===== src/rtl/pipe_skid_reg.sv =====
// Two-entry skid register: registered valid/ready on both sides,
// out_data straight from the main register.
module pipe_skid_reg #(
  parameter int unsigned      WIDTH     = 32,
  parameter logic [WIDTH-1:0] RESET_VAL = {WIDTH{1'b0}}
) (
  input  logic             clk,
  input  logic             rst,
  input  logic             flush,
  input  logic             in_valid,
  output logic             in_ready,
  input  logic [WIDTH-1:0] in_data,
  output logic             out_valid,
  input  logic             out_ready,
  output logic [WIDTH-1:0] out_data,
  output logic [1:0]       count
);

  typedef enum logic [1:0] {
    EMPTY = 2'd0,
    ONE   = 2'd1,
    FULL  = 2'd2
  } state_t;

  state_t           state;
  state_t           state_nxt;
  logic [WIDTH-1:0] main_q;
  logic [WIDTH-1:0] skid_q;
  logic             in_fire;
  logic             out_fire;
  logic             ld_main_in;
  logic             ld_main_skid;
  logic             ld_skid;

  // Handshake outputs decode from state only.
  assign in_ready  = (state != FULL);
  assign out_valid = (state != EMPTY);
  assign out_data  = main_q;
  assign count     = state;

  assign in_fire  = in_valid && in_ready;
  assign out_fire = out_valid && out_ready;

  always_comb begin
    state_nxt    = state;
    ld_main_in   = 1'b0;
    ld_main_skid = 1'b0;
    ld_skid      = 1'b0;
    if (flush) begin
      state_nxt = EMPTY;
    end else begin
      unique case (state)
        EMPTY: begin
          if (in_fire) begin
            ld_main_in = 1'b1;
            state_nxt  = ONE;
          end
        end
        ONE: begin
          if (in_fire && out_fire) begin
            ld_main_in = 1'b1;
          end else if (in_fire) begin
            ld_skid   = 1'b1;
            state_nxt = FULL;
          end else if (out_fire) begin
            state_nxt = EMPTY;
          end
        end
        FULL: begin
          if (out_fire) begin
            ld_main_skid = 1'b1;
            state_nxt    = ONE;
          end
        end
        default: state_nxt = EMPTY;
      endcase
    end
  end

  always_ff @(posedge clk or posedge rst) begin
    if (rst) begin
      state <= EMPTY;
    end else begin
      state <= state_nxt;
    end
  end

  // Flush clears main but leaves the stale skid entry untouched.
  always_ff @(posedge clk or posedge rst) begin
    if (rst) begin
      main_q <= RESET_VAL;
      skid_q <= RESET_VAL;
    end else begin
      if (flush) begin
        main_q <= RESET_VAL;
      end else if (ld_main_in) begin
        main_q <= in_data;
      end else if (ld_main_skid) begin
        main_q <= skid_q;
      end
      if (ld_skid) begin
        skid_q <= in_data;
      end
    end
  end

endmodule

===== config.mk =====
export PLATFORM = sky130hd
export DESIGN_NAME = pipe_skid_reg
export DESIGN_NICKNAME = d
export VERILOG_FILES = /design/src/rtl/pipe_skid_reg.sv
export SDC_FILE = /design/constraint.sdc
export NUM_CORES = 1
export LEC_CHECK = 0
export ABC_AREA = 0
export BUFFER_PORTS_ARGS = -buffer_cell sky130_fd_sc_hd__buf_4
export CAP_MARGIN = 20
export CORE_MARGIN = 2
export CORE_UTILIZATION = 57
export DETAILED_ROUTE_END_ITERATION = 16
export GPL_TIMING_DRIVEN = 0
export PLACE_DENSITY = 0.95
export SLEW_MARGIN = 20
export SYNTH_ARGS = -nofsm -noshare
export SYNTH_HDL_FRONTEND = slang
export SYNTH_SLANG_ARGS = --single-unit

===== constraint.sdc =====
create_clock -name clk -period 3.43 [get_ports clk]
set_input_delay 0.5145 -clock clk [delete_from_list [all_inputs] [get_ports clk]]
set_output_delay 0.5145 -clock clk [all_outputs]
set_load 0.05 [all_outputs]

==> summary.md <==
| Metric | Value |
|---|---|
| Skew final | 5.98 ps |
| Initial Util | 58.4% |
| Overflow after GRT | 0 |
| Simple-gate portion of the synthesized area | 5.83% |
| Multi-input combinational cell area | 1150 sq um |
| Pleak | 1.82 nW |
| Design Power | 0.00247 W |
| VDD IR-drop max | 0.493 mV |
| Vias | 2156 |
| Final non-filler cell area | 3850 sq um |
| Compound-cell area share of the yosys netlist | 9.67% |
| Relative slew slack | 60.1% |
| Synth warn | 0 |
| CTS resizes | 0 |
| Sw Ratio | 31.7% |
| Outcome | finished clean |
| # Post-CTS Setup Buffers | 0 |
| Area Growth Syn to Fin | 29.8% |
| Placed Cells | 370 |
| Synth Register Bits | 66 |
| Root Buffer | clkbuf_8 |
| Worst-path fanout max | 10 |
| Post-DP Area | 3610 sq um |
| Syn Area/Cell | 13.0 sq um |
| Synth cell count leaders | dfrtp_1 (66), nand2_1 (36), mux2_2 (32), mux2i_1 (32), o31ai_1 (32) |
| Worst Hold Class | in2async |
| Final HPWL DP | 4540 um |
| Slowest stage delay, CP | 520 ps |
| Ys async rst share | 100% |
| GRT Util Overall | 24.9% |
| Clock share of power | 31.8% |
| Worst slew pin tran | 598 ps |
| Die width | 76.1 um |
| Crit share post-route | 55.7% |
| RSZ-0062 raised after global routing | false |
| Yosys top cell area share | 55.7% |
| Chip Height | 76.1 um |
| Mux share of post-synthesis cell area | 23.5% |
| Core box area | 5070 sq um |
| Synth unique cells | 19 |
| Setup tns final | 0 ps |
| CTS H-tree depth | 3 |
| # fillers | 340 |
| Reg2reg path depth | 4 |
| # nets final | 348 |
| Top-count cell post-synth | dfrtp_1 |
| Max Fclk | 524 MHz |
| Clock latency on the worst-skew pair | 350 ps |
| TritonCTS clock tree | built |
| Flop pwr share | 41.7% |
| Initial antenna violation count | 0 |
| Worst R2R Setup Slack | 1520 ps |
| Power Density | 642 nW/um^2 |
| Max cap viols | 0 |
| Number of routed nets with antenna violations | 0 |
| Top cell family by delay on the critical path | simple AND/OR/NAND/NOR gates |
| Vias in the first global route | 2269 |
| Synth Net Count | 265 |
| Ant diodes | 0 |
| Top cells by area, synth | dfrtp_1 (56%), mux2_2 (12%), mux2i_1 (11%) |
| Main synth FF type | dfrtp_1 |
| Routed wire length | 6550 um |
| Crit Path Class | reg2reg |
| Inserted Clock Buffers | 9 |
| Crit path time final | 1910 ps |
| Sink Count | 66 |
| Max stage delay cell, worst path | nor3b_2 |
| Vias per cell | 5.59 |
| Number of hold violations in the final report | 0 |
| Crit Reg-Reg Endpoint | skid_q[10] |
| Final slew viol count | 0 |
| Non-Filler Instances | 386 |
| Synth Instances | 228 |
| I/O pins | 73 |
| Crit path depth | 4 |
| Cts hold-fix bufs | 0 |
| Synth Area in XOR/XNOR | 0% |
| CP Capture Point | skid_q[10] |
| Register area | 1650 sq um |
| CP Cell Sequence | nor2b_2 > nor3b_2 > buf_6 > mux2_2 |
| Main combinational cell family by area after synthesis | multiplexers |
| Worst EP arrival | 2140 ps |
| Row cnt | 26 |
| Comb pwr share | 26.4% |
| WL per Instance | 17.0 um |
| Area leader, netlist | dfrtp_1 |
| Final setup vio count | 0 |
| DRT iter0 DRCs | 120 |
| Register area share after synthesis | 55.7% |
| Post-synthesis instance area | 2960 sq um |
| Worst Path Buf+Inv | 1 |
| Switching power | 0.000783 W |
| Synth Area in Adders | 0% |
| Gpl congestion | 0.742 |
| WP data required | 3660 ps |
| DRC | 0 |
| Ratio of cells with drive above 1 in the final layout | 43.7% |
| Worst-path clk slew | 70 ps |
| CP endpoint kind | flip-flop |
| First-pass GRT wire length | 11200 um |
| Port-buffer cells | 71 |
| CP Launch Type | flip-flop |
| CTS Buffer Depth | 2 |
| Die ar. | 5790 sq um |
| Pre-antenna DRT Iters | 4 |
| R2R Path Start | count[1] |
| CP startpoint | count[1] |
| Internal power | 0.00169 W |
| Utilization after layout | 75.8% |
| EDFF count, synth | 0 |
| Largest net degree at the start of global routing | 39 |
-- per-stage QoR --
step           setup WS, ps  hold WS (ps)
2_1_floorplan          1260           480
3_3_place_gp            538           463
3_5_place_dp           1320           470
4_1_cts                1500           157
5_1_grt                1390           178
6_report               1520           158
-- cell families after synthesis --
| kind of cell | after synthesis |
|---|---|
| buffers and inverters | 20 |
| flip-flops | 66 |
| AO/OA/AOI/OAI | 36 |
| multiplexers | 65 |
| AND/OR/NAND/NOR | 41 |
-- worst reg2reg max path, cell delays in order, from the launching register on --
cell and delay [ps]:
dfrtp_1 440, nor2b_2 240, nor3b_2 520, buf_6 240, mux2_2 350
-- power groups by stage --
stage	logic, W	clock network (W)	registers [W]
2_1_floorplan	0.000267	0	0.00122
3_3_place_gp	0.000629	0	0.00103
3_5_place_dp	0.000655	0	0.00104
4_1_cts	0.000659	0.000794	0.00103
5_1_grt	0.000696	0.000826	0.00105
6_report	0.000653	0.000787	0.00103
-- placed cells by master (no fill, tap or decap), types with 2 or more instances in the layout --
master       n
buf_6        9
mux2_2      32
o31ai_1     32
nand2_1     36
clkinvlp_4   3
clkbuf_1     4
mux2i_1     32
inv_1        2
bufinv_16    3
clkbuf_8     9
dfrtp_1     66
buf_4       75
-- routing by layer --
| metal | track usage [%] | wire length, um | vias up |
|---|---|---|---|
| met5 | 0 | 0 | - |
| met4 | 11.8 | 144 | 0 |
| met3 | 6.52 | 399 | 14 |
| met2 | 41.2 | 3340 | 71 |
| met1 | 30.7 | 2670 | 1086 |
| li1 | - | - | 985 |
-- cell type report --
| class | count | area share [%] |
|---|---|---|
| inverters | 3 | 0.358 |
| well taps | 70 | 2.28 |
| clock inverters | 7 | 3.06 |
| clock buffers | 9 | 3.22 |
| multi-input cells | 142 | 30.0 |
| repair buffers | 72 | 14.4 |
| plain buffers | 17 | 3.80 |
| flip-flops and latches | 66 | 42.9 |
-- sequential cells by signal, indices dropped and copies added, names as in the netlist --
signal / cells
out_data: 32
count: 2
skid_q: 32
-- worst min path at each step --
stage,startpoint,to,cells past startpoint
2_1_floorplan,skid_q[0],skid_q[0],1
3_3_place_gp,out_data[27],out_data[27],2
3_5_place_dp,out_data[2],out_data[2],2
4_1_cts,rst,skid_q[30],2
5_1_grt,rst,skid_q[24],2
6_report,rst,skid_q[29],2
(Power assumes the default switching activity.)
